$ cat src/rtl/uart_pkg.sv
// Shared types and helpers for the UART transmit/receive blocks.
package uart_pkg;

  localparam int DATA_W = 8;

  typedef enum logic [1:0] {
    PAR_NONE = 2'd0,
    PAR_EVEN = 2'd1,
    PAR_ODD  = 2'd2
  } parity_e;

  typedef enum logic [2:0] {
    ST_IDLE,
    ST_START,
    ST_DATA,
    ST_PARITY,
    ST_STOP
  } tx_state_e;

  // Rounded clocks-per-bit divisor.
  function automatic int calc_div(input int clk_hz, input int baud);
    return (clk_hz + baud / 2) / baud;
  endfunction

endpackage

$ cat src/rtl/uart_tx_fifo_if.sv
// Byte stream valid/ready handshake feeding the UART transmitter.
interface uart_tx_fifo_if;
  import uart_pkg::*;

  logic [DATA_W-1:0] data;
  logic              valid;
  logic              ready;

  modport master (output data, output valid, input ready);
  modport slave  (input data, input valid, output ready);
endinterface

$ cat src/rtl/sync_fifo.sv
// Single-clock FIFO; pop data is registered from the head entry on the pop edge.
module sync_fifo #(
  parameter int DATA_W = 8,
  parameter int DEPTH  = 8
) (
  input  logic                   clk_i,
  input  logic                   arst_n_i,
  input  logic                   push_i,
  input  logic [DATA_W-1:0]      push_data_i,
  input  logic                   pop_i,
  output logic [DATA_W-1:0]      pop_data_o,
  output logic                   full_o,
  output logic                   empty_o,
  output logic [$clog2(DEPTH):0] level_o
);
  localparam int AW = $clog2(DEPTH);

  logic [DATA_W-1:0] mem [DEPTH];
  logic [AW-1:0]     wr_ptr_q, wr_ptr_d;
  logic [AW-1:0]     rd_ptr_q, rd_ptr_d;
  logic [AW:0]       level_q, level_d;
  logic [DATA_W-1:0] pop_data_q, pop_data_d;
  logic              push_ok, pop_ok;

  assign full_o     = (level_q == (AW+1)'(DEPTH));
  assign empty_o    = (level_q == '0);
  assign push_ok    = push_i & ~full_o;
  assign pop_ok     = pop_i & ~empty_o;
  assign level_o    = level_q;
  assign pop_data_o = pop_data_q;

  // Pointers wrap naturally because DEPTH is a power of two.
  always_comb begin
    wr_ptr_d   = wr_ptr_q;
    rd_ptr_d   = rd_ptr_q;
    level_d    = level_q;
    pop_data_d = pop_data_q;
    if (push_ok) wr_ptr_d = wr_ptr_q + 1'b1;
    if (pop_ok) begin
      rd_ptr_d   = rd_ptr_q + 1'b1;
      pop_data_d = mem[rd_ptr_q];
    end
    case ({push_ok, pop_ok})
      2'b10:   level_d = level_q + 1'b1;
      2'b01:   level_d = level_q - 1'b1;
      default: level_d = level_q;
    endcase
  end

  always_ff @(posedge clk_i) begin
    if (push_ok) mem[wr_ptr_q] <= push_data_i;
  end

  always_ff @(posedge clk_i or negedge arst_n_i) begin
    if (!arst_n_i) begin
      wr_ptr_q   <= '0;
      rd_ptr_q   <= '0;
      level_q    <= '0;
      pop_data_q <= '0;
    end else begin
      wr_ptr_q   <= wr_ptr_d;
      rd_ptr_q   <= rd_ptr_d;
      level_q    <= level_d;
      pop_data_q <= pop_data_d;
    end
  end

endmodule

$ cat src/rtl/uart_tx_fifo.sv
// Buffered UART transmitter: stream bytes into a FIFO, serialise 8 data bits LSB first
// with optional parity and 1 or 2 stop bits.
module uart_tx_fifo
  import uart_pkg::*;
#(
  parameter int CLK_FREQ_HZ = 25_000_000,
  parameter int BAUD_RATE   = 115_200,
  parameter int FIFO_DEPTH  = 8,
  parameter int PARITY      = 0,
  parameter int STOP_BITS   = 1
) (
  input  logic                        clk_i,
  input  logic                        arst_n_i,
  uart_tx_fifo_if.slave               s_if,
  output logic                        tx_o,
  output logic                        busy_o,
  output logic [$clog2(FIFO_DEPTH):0] level_o
);
  localparam int      DIV      = calc_div(CLK_FREQ_HZ, BAUD_RATE);
  localparam int      BAUD_W   = (DIV >= 2) ? $clog2(DIV) : 1;
  localparam parity_e PAR_MODE = parity_e'(2'(PARITY));

  if (DIV < 2) begin : g_div_chk
    $error("uart_tx_fifo: clocks per bit must be at least 2");
  end
  if ((FIFO_DEPTH < 2) || ((FIFO_DEPTH & (FIFO_DEPTH - 1)) != 0)) begin : g_depth_chk
    $error("uart_tx_fifo: FIFO_DEPTH must be a power of two >= 2");
  end
  if ((STOP_BITS != 1) && (STOP_BITS != 2)) begin : g_stop_chk
    $error("uart_tx_fifo: STOP_BITS must be 1 or 2");
  end

  tx_state_e         state_q, state_d;
  logic [BAUD_W-1:0] baud_q, baud_d;
  logic [2:0]        bit_q, bit_d;
  logic              stop_q, stop_d;
  logic [DATA_W-1:0] shift_q, shift_d;
  logic              tx_q, tx_d;
  logic              fifo_pop, fifo_full, fifo_empty, baud_end;
  logic [DATA_W-1:0] head;

  sync_fifo #(.DATA_W(DATA_W), .DEPTH(FIFO_DEPTH)) u_fifo (
    .clk_i       (clk_i),
    .arst_n_i    (arst_n_i),
    .push_i      (s_if.valid),
    .push_data_i (s_if.data),
    .pop_i       (fifo_pop),
    .pop_data_o  (head),
    .full_o      (fifo_full),
    .empty_o     (fifo_empty),
    .level_o     (level_o)
  );

  assign s_if.ready = ~fifo_full;
  assign baud_end   = (baud_q == BAUD_W'(DIV - 1));
  assign tx_o       = tx_q;
  assign busy_o     = (state_q != ST_IDLE) | (level_o != '0);

  // The popped byte stays on head for the whole frame, so parity reads it directly.
  always_comb begin
    state_d  = state_q;
    baud_d   = baud_end ? '0 : baud_q + 1'b1;
    bit_d    = bit_q;
    stop_d   = stop_q;
    shift_d  = shift_q;
    tx_d     = 1'b1;
    fifo_pop = 1'b0;
    case (state_q)
      ST_IDLE: begin
        baud_d = '0;
        if (!fifo_empty) begin
          fifo_pop = 1'b1;
          state_d  = ST_START;
        end
      end
      ST_START: begin
        tx_d = 1'b0;
        if (baud_end) begin
          state_d = ST_DATA;
          bit_d   = '0;
          shift_d = head;
        end
      end
      ST_DATA: begin
        tx_d = shift_q[0];
        if (baud_end) begin
          shift_d = shift_q >> 1;
          bit_d   = bit_q + 1'b1;
          stop_d  = 1'b0;
          if (bit_q == 3'd7) state_d = (PAR_MODE != PAR_NONE) ? ST_PARITY : ST_STOP;
        end
      end
      ST_PARITY: begin
        tx_d = (PAR_MODE == PAR_ODD) ? ~^head : ^head;
        if (baud_end) state_d = ST_STOP;
      end
      ST_STOP: begin
        if (baud_end) begin
          if (stop_q == 1'(STOP_BITS - 1)) state_d = ST_IDLE;
          else                             stop_d  = stop_q + 1'b1;
        end
      end
      default: state_d = ST_IDLE;
    endcase
  end

  always_ff @(posedge clk_i or negedge arst_n_i) begin
    if (!arst_n_i) begin
      state_q <= ST_IDLE;
      baud_q  <= '0;
      bit_q   <= '0;
      stop_q  <= 1'b0;
      shift_q <= '0;
      tx_q    <= 1'b1;
    end else begin
      state_q <= state_d;
      baud_q  <= baud_d;
      bit_q   <= bit_d;
      stop_q  <= stop_d;
      shift_q <= shift_d;
      tx_q    <= tx_d;
    end
  end

endmodule

$ cat src/flat_wrapper.sv
// flat-port wrapper written by rule: the top's interface ports become plain ports
module uart_tx_fifo_flat import uart_pkg::*;
#(
  parameter int CLK_FREQ_HZ = 25_000_000,
  parameter int BAUD_RATE   = 115_200,
  parameter int FIFO_DEPTH  = 8,
  parameter int PARITY      = 0,
  parameter int STOP_BITS   = 1
)
  (clk_i, arst_n_i, tx_o, busy_o, level_o, s_if_data, s_if_valid, s_if_ready);
  uart_tx_fifo_if s_if_i ();
  input  logic clk_i;
  input  logic arst_n_i;
  output logic tx_o;
  output logic busy_o;
  output logic [$clog2(FIFO_DEPTH):0] level_o;
  input wire logic [$bits(s_if_i.data)-1:0] s_if_data;
  input wire logic [$bits(s_if_i.valid)-1:0] s_if_valid;
  output wire logic [$bits(s_if_i.ready)-1:0] s_if_ready;
  assign s_if_i.data = s_if_data;
  assign s_if_i.valid = s_if_valid;
  assign s_if_ready = s_if_i.ready;
  uart_tx_fifo #(.CLK_FREQ_HZ(CLK_FREQ_HZ), .BAUD_RATE(BAUD_RATE), .FIFO_DEPTH(FIFO_DEPTH), .PARITY(PARITY), .STOP_BITS(STOP_BITS)) u_core (.clk_i(clk_i), .arst_n_i(arst_n_i), .s_if(s_if_i), .tx_o(tx_o), .busy_o(busy_o), .level_o(level_o));
endmodule
$ cat config.mk
export PLATFORM = sky130hd
export DESIGN_NAME = uart_tx_fifo_flat
export DESIGN_NICKNAME = d
export VERILOG_FILES = /design/src/rtl/uart_pkg.sv /design/src/rtl/uart_tx_fifo_if.sv /design/src/rtl/sync_fifo.sv /design/src/rtl/uart_tx_fifo.sv /design/src/flat_wrapper.sv
export SDC_FILE = /design/constraint.sdc
export NUM_CORES = 1
export LEC_CHECK = 0
export BUFFER_PORTS_ARGS = -buffer_cell sky130_fd_sc_hd__buf_2
export CAP_MARGIN = 40
export CORE_MARGIN = 2
export CORE_UTILIZATION = 55
export DETAILED_ROUTE_END_ITERATION = 7
export PLACE_DENSITY = 0.77
export SYNTH_ARGS = -nofsm -noshare
export SYNTH_HDL_FRONTEND = slang
export SYNTH_HIERARCHICAL = 1
export SYNTH_SLANG_ARGS = --single-unit
$ cat constraint.sdc
create_clock -name clk_i -period 3.75 [get_ports clk_i]
set_input_delay 0.75 -clock clk_i [delete_from_list [all_inputs] [get_ports clk_i]]
set_output_delay 0.75 -clock clk_i [all_outputs]
set_load 0.05 [all_outputs]
==> metrics.md, run 1 <==
| Metric | Value |
|---|---|
| Met1 WL | `3518 um` |
| Area Overhead vs Synth | `7.773%` |
| DP Wirelength | `between 5000 and 6000 um` |
| Final #Nets | `just under 400` |
| Num rows | `33` |
| Antenna diode instance count | `0` |
| Crit-path max FO | `19` |
| Antenna Violating Nets Remaining | `0` |
| WL/cell | `between 15 and 20 um` |
| Overflow after GRT | `0` |
| Pleak | `a little under 2 nW` |
| Hold Fails Final Rpt | `0` |
| Core area | `approximately 8000 sq um` |
| Initial antenna violation count | `0` |
| DR WL met2 | `3755 um` |
| Critical Path Start Type | `register` |
| CP Class | `reg2reg` |
| Slew HR | `a little over two fifths` |
| FF/Latch Area | `2949 sq um` |
| Final setup viols | `0` |
| Synth Warn # | `6` |
| Syn Std Cell Area | `approximately 4700 sq um` |
| CP arrival | `3190 ps` |
| Final Cell Area | `approximately 5000 sq um` |
| DR iter-0 viols | `152` |
| Die Area | `9241 sq um` |
| Length of the first detailed-routing pass in iterations | `4` |
| CP Capture Type | `register` |
| Final worst setup slack | `between 800 and 900 ps` |
| I/O pins | `18` |
| Cell area power density | `between 600 and 700 nW/um^2` |
| Worst-Skew Late Latency | `around 370 ps` |
| RSZ-0062 raised after global routing | `no` |
| Gr usage total | `between 10% and 20%` |
| Status | `finished, final reports clean` |
| Fillers | `between 600 and 700` |
| Critical Path RT | `4000 ps` |
| Post-CTS Hold Fix Bufs | `0` |
| Root Buffer | `clkbuf_8` |
| Vias in the first global route | `2560` |
| H-Tree Depth | `3` |
| Post-Place Cell Area | `around 4800 sq um` |
| F_max | `approximately 0.34 GHz` |
| Die width | `about 96 um` |
| Ys flop type | `edfxtp_1` |
| Met3 wire len | `~270 um` |
| Via count | `between 2k and 3k` |
| Dpl ws | `between 800 and 900 ps` |
| Largest net degree at the start of global routing | `35` |
| Gpl congestion | `0.7691` |
| Async set-reset flop share out of synthesis | `39.05%` |
| Setup Buffers After CTS | `0` |
| DRC viols | `0` |
| Layout Skew | `roughly 20 ps` |
| Layout cells sized above 1 | `~14%` |
| CTS buffer count | `9` |
| Die Span Y | `between 90 and 100 um` |
| Final Max Tran Viols | `0` |
| Pwr Total | `around 3.5 mW` |
| Avg Inst Size Synth | `13.49 sq um` |
| First-pass GRT wire length | `~12000 um` |
| Final core occ | `61.23%` |
| Yosys reg bits | `approximately 110` |
| Worst hold path class | `in2async` |
| Post-Syn Instances | `346` |
| Setup TNS Final | `0 ps` |
| Peak supply drop | `~0.33 mV` |
| Initial core utilization | `between 50% and 60%` |
| Port Buf Inserts | `17` |
| Crit share post-route | `between 70% and 80%` |
| Number of flops mapped to enable cells by yosys | `64` |
| Clock transition at path regs | `about 110 ps` |
| CTS tree | `done` |
| Seq/Total Area, Yosys | `a little over three fifths` |
| Final WL | `~7600 um` |
| Clock sink count | `between 100 and 150` |
| Syn_nets | `367` |
| Unique masters post-synth | `between 40 and 50` |
| Slew @ Worst Pin | `~840 ps` |
| Area occupied by multi-input gates | `~1500 sq um` |
| Post-CTS Resized | `0` |
| MaxCap Viol Count | `0` |
| Vias per Instance | `~5.6` |
| Top Metal Used | `met4` |
| Deepest clock path buffer count | `2` |
| Min cycle time layout | `between 2000 and 3000 ps` |
-- cell usage in the layout (no fill, tap or decap), types with 9 or more instances in the layout --
cell type | Yosys | final
edfxtp_1 | 64 | 64
dfrtp_1 | 40 | 40
nor2_1 | 28 | 28
nand2_1 | 25 | 25
mux2i_1 | 25 | 25
buf_2 | 0 | 17
inv_1 | 14 | 14
xnor2_1 | 13 | 13
a21oi_1 | 11 | 11
mux2_1 | 10 | 10
clkbuf_8 | 1 | 9
o21ai_0 | 9 | 9
o22ai_1 | 9 | 9
ha_1 | 9 | 9
-- cell type report --
type	count	share of cell area (%)
tap	105	2.611
sequential	105	58.62
inverter	15	1.119
clock buffer	9	2.462
timing repair buffer	23	3.059
multi-input combinational	212	30.42
clock inverter	7	1.716
-- path summary, 6_finish.rpt --
kind	from	endpoint	slack (ps)	depth (start not counted)
worst max-delay path	u_core/u_fifo/level_o[0]$_DFFE_PN0P_	u_core/u_fifo/level_o[3]$_DFFE_PN0P_	810	10
worst min-delay path	arst_n_i	u_core/baud_q[7]$_DFF_PN0_	320	1
worst max register to register	u_core/u_fifo/level_o[0]$_DFFE_PN0P_	u_core/u_fifo/level_o[3]$_DFFE_PN0P_	810	10
worst min register to register	u_core/bit_q[0]$_DFFE_PN0P_	u_core/bit_q[0]$_DFFE_PN0P_	490	1
max in group asynchronous	arst_n_i	u_core/u_fifo/pop_data_o[0]$_DFFE_PN0P_	2960	2
min in group clk_i	u_core/bit_q[0]$_DFFE_PN0P_	u_core/bit_q[0]$_DFFE_PN0P_	490	1
-- synthesized netlist by cell type, types with 2 or more instances --
cell type,count,area (sq um)
nor3_1,7,35.03
edfxtp_1,64,1922
nand2_1,25,93.84
nor2_1,28,105.1
inv_1,14,52.55
buf_6,4,45.04
nor4_1,4,25.02
a221o_1,8,80.08
buf_1,2,7.510
mux2_2,6,67.56
o21ai_0,9,45.04
nand2b_1,6,37.54
buf_12,2,40.04
dfrtp_1,40,1001
xor2_1,6,52.55
o21ai_1,8,40.04
nand3_1,8,40.04
clkbuf_1,3,11.26
nor3b_1,2,15.01
mux2i_1,25,250.2
xnor2_1,13,113.9
buf_4,2,15.01
nand3b_1,3,22.52
a21oi_1,11,55.05
ha_1,9,112.6
o22ai_1,9,56.30
mux2_1,10,112.6
-- cell families after synthesis --
family / after synthesis / share of synthesized area [%]
adders and majority gates: 10 / 2.841
and+or+nand+nor: 92 / 9.998
xor gates and xnor gates: 19 / 3.565
AOI/OAI and AO/OA: 50 / 7.156
buffers and inverters: 29 / 4.047
muxes: 41 / 9.220
DFF: 105 / 63.17
-- critical path, stage by stage, from the launching register on --
cell      delay, ps
dfrtp_1         560
nor4_1          120
nor4_1          410
o41ai_4         170
buf_6           190
inv_2            70
ha_1            290
ha_1            280
a21oi_1         240
o21ai_0         140
o311ai_0        340
-- power breakdown --
part	switching, mW	internal, mW
Combinational	0.638	0.480
Clock	0.434	0.272
Sequential	0.201	1.46
-- registers in the layout (all words and copies together) (netlist names), 4 cells and up --
| register | cells |
|---|---|
| u_core/u_fifo/level_o | 4 |
| u_core/baud_q | 8 |
| u_core/u_fifo/mem | 64 |
| u_core/shift_q | 8 |
| u_core/u_fifo/pop_data_o | 8 |
-- through the flow --
stage	cells	hold WS, ps
after CTS	475	314.3
after floorplan	346	454.4
after global placement	458	470.5
final	476	316.9
after detailed placement	459	482.2
after global routing	476	324.5
-- metal layers --
layer	track usage (%)	up-vias
met4	5.000	0
li1	-	1294
met2	29.34	45
met3	5.168	4
met1	23.39	1322
met5	0	-
Note: power is estimated with default switching activity, not from simulation.
==> run 2, diff against run 1 <==
--- a/config.mk
+++ b/config.mk
@@ -5,6 +5,7 @@
 export SDC_FILE = /design/constraint.sdc
 export NUM_CORES = 1
 export LEC_CHECK = 0
+export ABC_AREA = 1
 export BUFFER_PORTS_ARGS = -buffer_cell sky130_fd_sc_hd__buf_2
 export CAP_MARGIN = 40
 export CORE_MARGIN = 2
==> constraint.sdc (replaced) <==
create_clock -name clk_i -period 3 [get_ports clk_i]
set_input_delay 0.6 -clock clk_i [delete_from_list [all_inputs] [get_ports clk_i]]
set_output_delay 0.6 -clock clk_i [all_outputs]
set_load 0.05 [all_outputs]
==> metrics.md, run 2 <==
| Metric | Value |
|---|---|
| Vias per Instance | `roughly 5.1` |
| Ys flop type | `edfxtp_1` |
| Clock transition at path regs | `110 ps` |
| DRC viols | `0` |
| Vias in the first global route | `3530` |
| Clock sink count | `~110` |
| Crit share post-route | `between 90 and 100%` |
| Share of the synthesized area in the top cell type | `between 30% and 40%` |
| Most common library cells after synthesis | `nand2_1, inv_1, edfxtp_1` |
| DP Wirelength | `slightly above 6000 um` |
| Async set-reset flop share out of synthesis | `39.05%` |
| Most flops, register | `u_core/u_fifo/mem` |
| Avg Inst Size Synth | `9.138 sq um` |
| CTS tree | `done` |
| Layout cells sized above 1 | `between 10 and 15%` |
| Root Buffer | `clkbuf_8` |
| Die Area | `10040 sq um` |
| Post-CTS Resized | `0` |
| Peak supply drop | `0.4479 mV` |
| Gr usage total | `between 20% and 30%` |
| Die Span Y | `100.2 um` |
| Most frequent cells in the layout | `nand2_1, inv_1, edfxtp_1` |
| Syn Std Cell Area | `between 5000 and 6000 sq um` |
| Slew @ Worst Pin | `750.6 ps` |
| Final setup viols | `0` |
| Combinational Power Share | `approximately two fifths` |
| Gpl congestion | `between 0.8 and 0.9` |
| Sw Ratio | `between 40% and 50%` |
| DR iter-0 viols | `204` |
| RSZ-0062 raised after global routing | `no` |
| Crit-path max FO | `13` |
| Antenna Violating Nets Remaining | `0` |
| Die width | `between 100 and 150 um` |
| Final WL | `9137 um` |
| Fillers | `719` |
| Worst-Skew Late Latency | `370 ps` |
| Layout Skew | `18.55 ps` |
| Cell area power density | `924.9 nW/um^2` |
| Most common cell after layout, fill and taps aside | `nand2_1` |
| Length of the first detailed-routing pass in iterations | `4` |
| Final #Nets | `roughly 600` |
| Setup TNS Final | `0 ps` |
| Number of flops mapped to enable cells by yosys | `64` |
| Critical Path Start Type | `register` |
| Synth Warn # | `6` |
| Largest net degree at the start of global routing | `35` |
| Overflow after GRT | `0` |
| Core area | `9109 sq um` |
| Pleak | `2.659 nW` |
| Status | `finished, final reports clean` |
| I/O pins | `18` |
| Deepest clock path buffer count | `2` |
| Num rows | `35` |
| Worst hold path class | `in2async` |
| F_max | `between 0.3 and 0.4 GHz` |
| Via count | `~3.5k` |
| Reg power frac | `41.4%` |
| CTS buffer count | `9` |
| Port Buf Inserts | `17` |
| Min cycle time layout | `around 2700 ps` |
| Setup Buffers After CTS | `0` |
| Area Overhead vs Synth | `8.137%` |
| WHS | `125.6 ps` |
| Hold Fails Final Rpt | `0` |
| Slew HR | `between 40% and 50%` |
| Syn_nets | `578` |
| CP Class | `reg2reg` |
| Final Max Tran Viols | `0` |
| First-pass GRT wire length | `15770 um` |
| Antenna diode instance count | `0` |
| Initial antenna violation count | `0` |
| Post-Syn Instances | `557` |
| WL/cell | `roughly 13 um` |
| Most frequent cell after synthesis | `nand2_1` |
| CP arrival | `roughly 3000 ps` |
| Initial core utilization | `55.88%` |
| Unique masters post-synth | `36` |
| MaxCap Viol Count | `0` |
| Seq/Total Area, Yosys | `57.94%` |
| Post-CTS Hold Fix Bufs | `0` |
| Yosys reg bits | `~110` |
| Int Pwr | `about 2.9 mW` |
| H-Tree Depth | `3` |
| Clock share of power | `between 10% and 20%` |
| Number of flip-flops under the largest register name | `64` |
| Critical Path RT | `3310 ps` |
| CP Capture Type | `register` |
| Post-synth top area cell | `edfxtp_1` |
| Net switching power figure | `between 2 and 2.5 mW` |
| Final core occ | `just over 60%` |
| Synth top area cells | `edfxtp_1, dfrtp_1, nand2_1, inv_1, nand3_1` |
==> run 2: cell count changes in the layout (fill, tap and decap cells not counted), moves of 10 or more <==
cell	previous run	this run
nand2_1	25	177
inv_1	14	86
nand3_1	8	62
mux2_1	10	0
mux2i_1	25	0
xnor2_1	13	1
==> run 2: worst paths after layout <==
check                                              start                                       to  slack [ps]  depth (start not counted)
setup / recovery           u_core/state_q[1]$_DFFE_PN0P_     u_core/u_fifo/level_o[3]$_DFFE_PN0P_         280                         15
hold / removal                                  arst_n_i               u_core/baud_q[3]$_DFF_PN0_         130                          1
setup reg to reg           u_core/state_q[1]$_DFFE_PN0P_     u_core/u_fifo/level_o[3]$_DFFE_PN0P_         280                         15
hold reg to reg               u_core/baud_q[0]$_DFF_PN0_               u_core/baud_q[0]$_DFF_PN0_         500                          1
max in group asynchronous                       arst_n_i  u_core/u_fifo/pop_data_o[0]$_DFFE_PN0P_        2390                          2
min in group clk_i                          s_if_data[4]        u_core/u_fifo/mem[2][4]$_DFFE_PP_         490                          1
==> run 2: cell type report <==
class                   instances  area, sq um  share of cell area [%]
repair buffers                 26        165.2                   3.001
inverters                      97        366.6                   6.661
well taps                     111        138.9                   2.523
multi-input cells             341         1655                   30.08
clock buffers                   9        123.9                   2.251
flip-flops and latches        105         2949                   53.58
clock inverters                 7        105.1                   1.910
==> run 2: metal layers <==
layer,GRT usage [%],vias to the layer above,routed length (um)
met2,35.57,81,4779
met5,0,-,0
met1,23.88,1648,3798
li1,-,1796,-
met3,4.735,12,444
met4,6.849,0,115
==> run 2: power groups by stage <==
stage	Combinational, mW	Clock, mW	Sequential, mW
final	2.04	0.947	2.11
after global routing	2.33	1.01	2.15
after CTS	2.04	0.966	2.10
after detailed placement	2.02	0	2.14
after global placement	1.93	0	2.12
after floorplan	1.57	0	2.15
==> run 2: kinds of logic (layout without fill, tap and decap cells) <==
logic type,count (synthesis),count (layout),synth area share (%)
simple gates,302,302,26.13
buf+inv,111,139,9.538
compound gates,24,24,2.925
fa+ha+maj,10,10,2.606
xor+xnor,5,5,0.8603
flops,105,105,57.94
==> run 2: critical path: stages (launching register included) <==
cell	delay [ps]
dfrtp_1	460
nor2_2	190
inv_2	50
nor2_2	180
inv_2	80
nor2_1	170
nand2_4	130
inv_2	220
ha_1	260
ha_1	270
or2_2	300
nand2_1	90
nand3_1	70
nand2_1	70
nand2_1	50
nand2_1	60
==> run 2: stage by stage <==
stage,instance area (sq um),total power [mW],std cells,worst slack [ps]
finish,5504,5.091,696,281.6
global route,5504,5.489,696,21.72
CTS,5504,5.108,696,301.9
detailed placement,5275,4.155,680,332.7
global placement,5255,4.048,679,484.3
floorplan,5090,3.728,557,483.6
==> run 3, diff against run 2 <==
--- a/config.mk
+++ b/config.mk
@@ -14,5 +14,4 @@
 export PLACE_DENSITY = 0.77
 export SYNTH_ARGS = -nofsm -noshare
 export SYNTH_HDL_FRONTEND = slang
-export SYNTH_HIERARCHICAL = 1
 export SYNTH_SLANG_ARGS = --single-unit
==> metrics.md, run 3 <==
| Metric | Value |
|---|---|
| Antenna diode instance count | `0` |
| Final Cell Area | `between 5000 and 6000 sq um` |
| Fillers | `approximately 730` |
| DR WL met2 | `4248 um` |
| I/O pins | `18` |
| Most common library cells after synthesis | `nand2_1, nor2_1, edfxtp_1` |
| CP Class | `reg2reg` |
| Syn_nets | `slightly above 500` |
| H-Tree Depth | `3` |
| CTS buffer count | `9` |
| Initial antenna violation count | `0` |
| Largest net degree at the start of global routing | `35` |
| Length of the first detailed-routing pass in iterations | `5` |
| Clock transition at path regs | `approximately 100 ps` |
| Int Pwr | `2.814 mW` |
| DRC viols | `0` |
| Crit-path max FO | `15` |
| Avg Inst Size Synth | `between 9 and 10 sq um` |
| Setup Buffers After CTS | `0` |
| Final setup viols | `0` |
| Gpl congestion | `between 0.8 and 0.9` |
| CP arrival | `about 2500 ps` |
| Post-CTS Resized | `0` |
| Pwr Total | `4.942 mW` |
| Share of the synthesized area in the top cell type | `39.97%` |
| Net switching power figure | `~2.1 mW` |
| Met1 WL | `a little under 4000 um` |
| Critical Path Start Type | `register` |
| Min cycle time layout | `2232 ps` |
| Die Area | `~9500 sq um` |
| Unique masters post-synth | `35` |
| Sw Ratio | `between 40% and 50%` |
| Final #Nets | `527` |
| Number of flops mapped to enable cells by yosys | `64` |
| Most frequent cell after synthesis | `nand2_1` |
| Die Span Y | `approximately 98 um` |
| Slew @ Worst Pin | `799.4 ps` |
| Num rows | `34` |
| DP Cell Count | `604` |
| Synth Warn # | `0` |
| Critical Path RT | `3250 ps` |
| Async set-reset flop share out of synthesis | `39.05%` |
| WL/cell | `between 10 and 15 um` |
| Synth top area cells | `edfxtp_1, dfrtp_1, nand2_1, nor2_1, o21ai_0` |
| CP Capture Type | `register` |
| Antenna Violating Nets Remaining | `0` |
| Layout Skew | `~16 ps` |
| Post-CTS Hold Fix Bufs | `0` |
| Final WL | `about 8600 um` |
| Slew HR | `a little under half` |
| Vias in the first global route | `roughly 3.2k` |
| Pleak | `around 2.2 nW` |
| Layout Cells excl Fill | `620` |
| Top Metal Used | `met4` |
| Ys flop type | `edfxtp_1` |
| Deepest clock path buffer count | `2` |
| Clock sink count | `105` |
| Root Buffer | `clkbuf_8` |
| Crit share post-route | `74.39%` |
| Combinational Power Share | `between 30% and 40%` |
| Post-Syn Instances | `around 490` |
| Most common cell after layout, fill and taps aside | `nand2_1` |
| Post-Place Cell Area | `slightly below 5000 sq um` |
| Via count | `around 3.3k` |
| Die width | `slightly below 100 um` |
| Cell area power density | `between 900 and 1000 nW/um^2` |
| DP Wirelength | `between 5000 and 6000 um` |
| Peak supply drop | `roughly 0.43 mV` |
| Post-synth top area cell | `edfxtp_1` |
| Worst reg2reg setup slack | `between 700 and 800 ps` |
| Number of flip-flops under the largest register name | `64` |
| Most flops, register | `u_core.u_fifo.mem` |
| MaxCap Viol Count | `0` |
| Layout cells sized above 1 | `between 10% and 20%` |
| Status | `finished, final reports clean` |
| Syn Std Cell Area | `4808 sq um` |
| First-pass GRT wire length | `about 15000 um` |
| Area Overhead vs Synth | `7.963%` |
| Final Max Tran Viols | `0` |
| Gr usage total | `19.04%` |
| Seq/Total Area, Yosys | `between 60 and 70%` |
| RSZ-0062 raised after global routing | `no` |
| DR iter-0 viols | `213` |
| CTS tree | `done` |
| Port Buf Inserts | `17` |
| F_max | `0.4481 GHz` |
| Most frequent cells in the layout | `nand2_1, nor2_1, edfxtp_1` |
| Hold Fails Final Rpt | `0` |
| Core area | `~8600 sq um` |
| Yosys reg bits | `about 110` |
| Met3 wire len | `around 250 um` |
| Initial core utilization | `between 50% and 60%` |
| Overflow after GRT | `0` |
| Vias per Instance | `5.332` |
| Reg power frac | `between 40% and 50%` |
| Worst hold path class | `in2async` |
| Clock share of power | `18.2%` |
| Setup TNS Final | `0 ps` |
| Worst-Skew Late Latency | `380 ps` |
==> run 3: cells by family (layout without fill, tap and decap cells) <==
family / after synthesis / count (layout) / synth area share, %
AND/OR/NAND/NOR: 253 / 253 / 22.64
flip-flops: 105 / 105 / 61.33
AO/OA/AOI/OAI: 60 / 60 / 6.896
buffers and inverters: 56 / 77 / 5.334
adder cells (fa/ha/maj): 9 / 9 / 2.342
XOR/XNOR: 8 / 8 / 1.457
==> run 3: metal layers <==
layer | vias to the layer above | track usage [%]
met5 | - | 0
met4 | 0 | 6.731
met3 | 12 | 3.885
met2 | 51 | 32.04
met1 | 1591 | 24.65
li1 | 1652 | -
==> run 3: cell type report <==
class,count,area [sq um],share of cell area [%]
Clock inverter,7,101.3,1.952
Sequential cell,105,2949,56.81
Timing Repair Buffer,20,120.1,2.314
Tap cell,108,135.1,2.603
Inverter,41,158.9,3.061
Multi-Input combinational cell,330,1603,30.87
Clock buffer,9,123.9,2.386
==> run 3: worst max-delay path: stages (launching register included) <==
cell     delay (ps)
dfrtp_1         470
inv_2           110
nand3_2         140
nor2_4          350
ha_1            290
nand2_1          70
inv_1            70
nor2_1           50
ha_1            170
a21oi_1         140
xor2_1          160
o21ai_0          90
==> run 3: per-stage QoR <==
step | worst slack (ps) | util (%) | hold WS, ps
final | 768.2 | 60.41 | 129.2
after global routing | 515.9 | 60.41 | 142.3
after CTS | 769.2 | 60.41 | 127.8
after detailed placement | 802.8 | 57.79 | 461.7
after global placement | 900.2 | 57.56 | 449.4
after floorplan | 414.4 | - | 304.4
==> run 3: power groups by stage <==
stage                     Sequential (mW)  Combinational (mW)  Clock (mW)
after floorplan                      2.16                1.49           0
after global placement               2.09                1.87           0
after detailed placement             2.11                1.95           0
after CTS                            2.08                1.97       0.917
after global routing                 2.12                2.24       0.964
final                                2.08                1.96       0.901
==> run 3: final timing paths <==
check | endpoint | from | depth (start not counted)
worst max-delay path | u_core.u_fifo.level_o[2]$_DFFE_PN0P_ | u_core.state_q[2]$_DFFE_PN0P_ | 11
worst min-delay path | u_core.baud_q[5]$_DFF_PN0_ | arst_n_i | 1
worst max register to register | u_core.u_fifo.level_o[2]$_DFFE_PN0P_ | u_core.state_q[2]$_DFFE_PN0P_ | 11
worst min register to register | u_core.baud_q[0]$_DFF_PN0_ | u_core.baud_q[0]$_DFF_PN0_ | 1
max in group asynchronous | u_core.u_fifo.level_o[0]$_DFFE_PN0P_ | arst_n_i | 2
min in group clk_i | u_core.baud_q[0]$_DFF_PN0_ | u_core.baud_q[0]$_DFF_PN0_ | 1
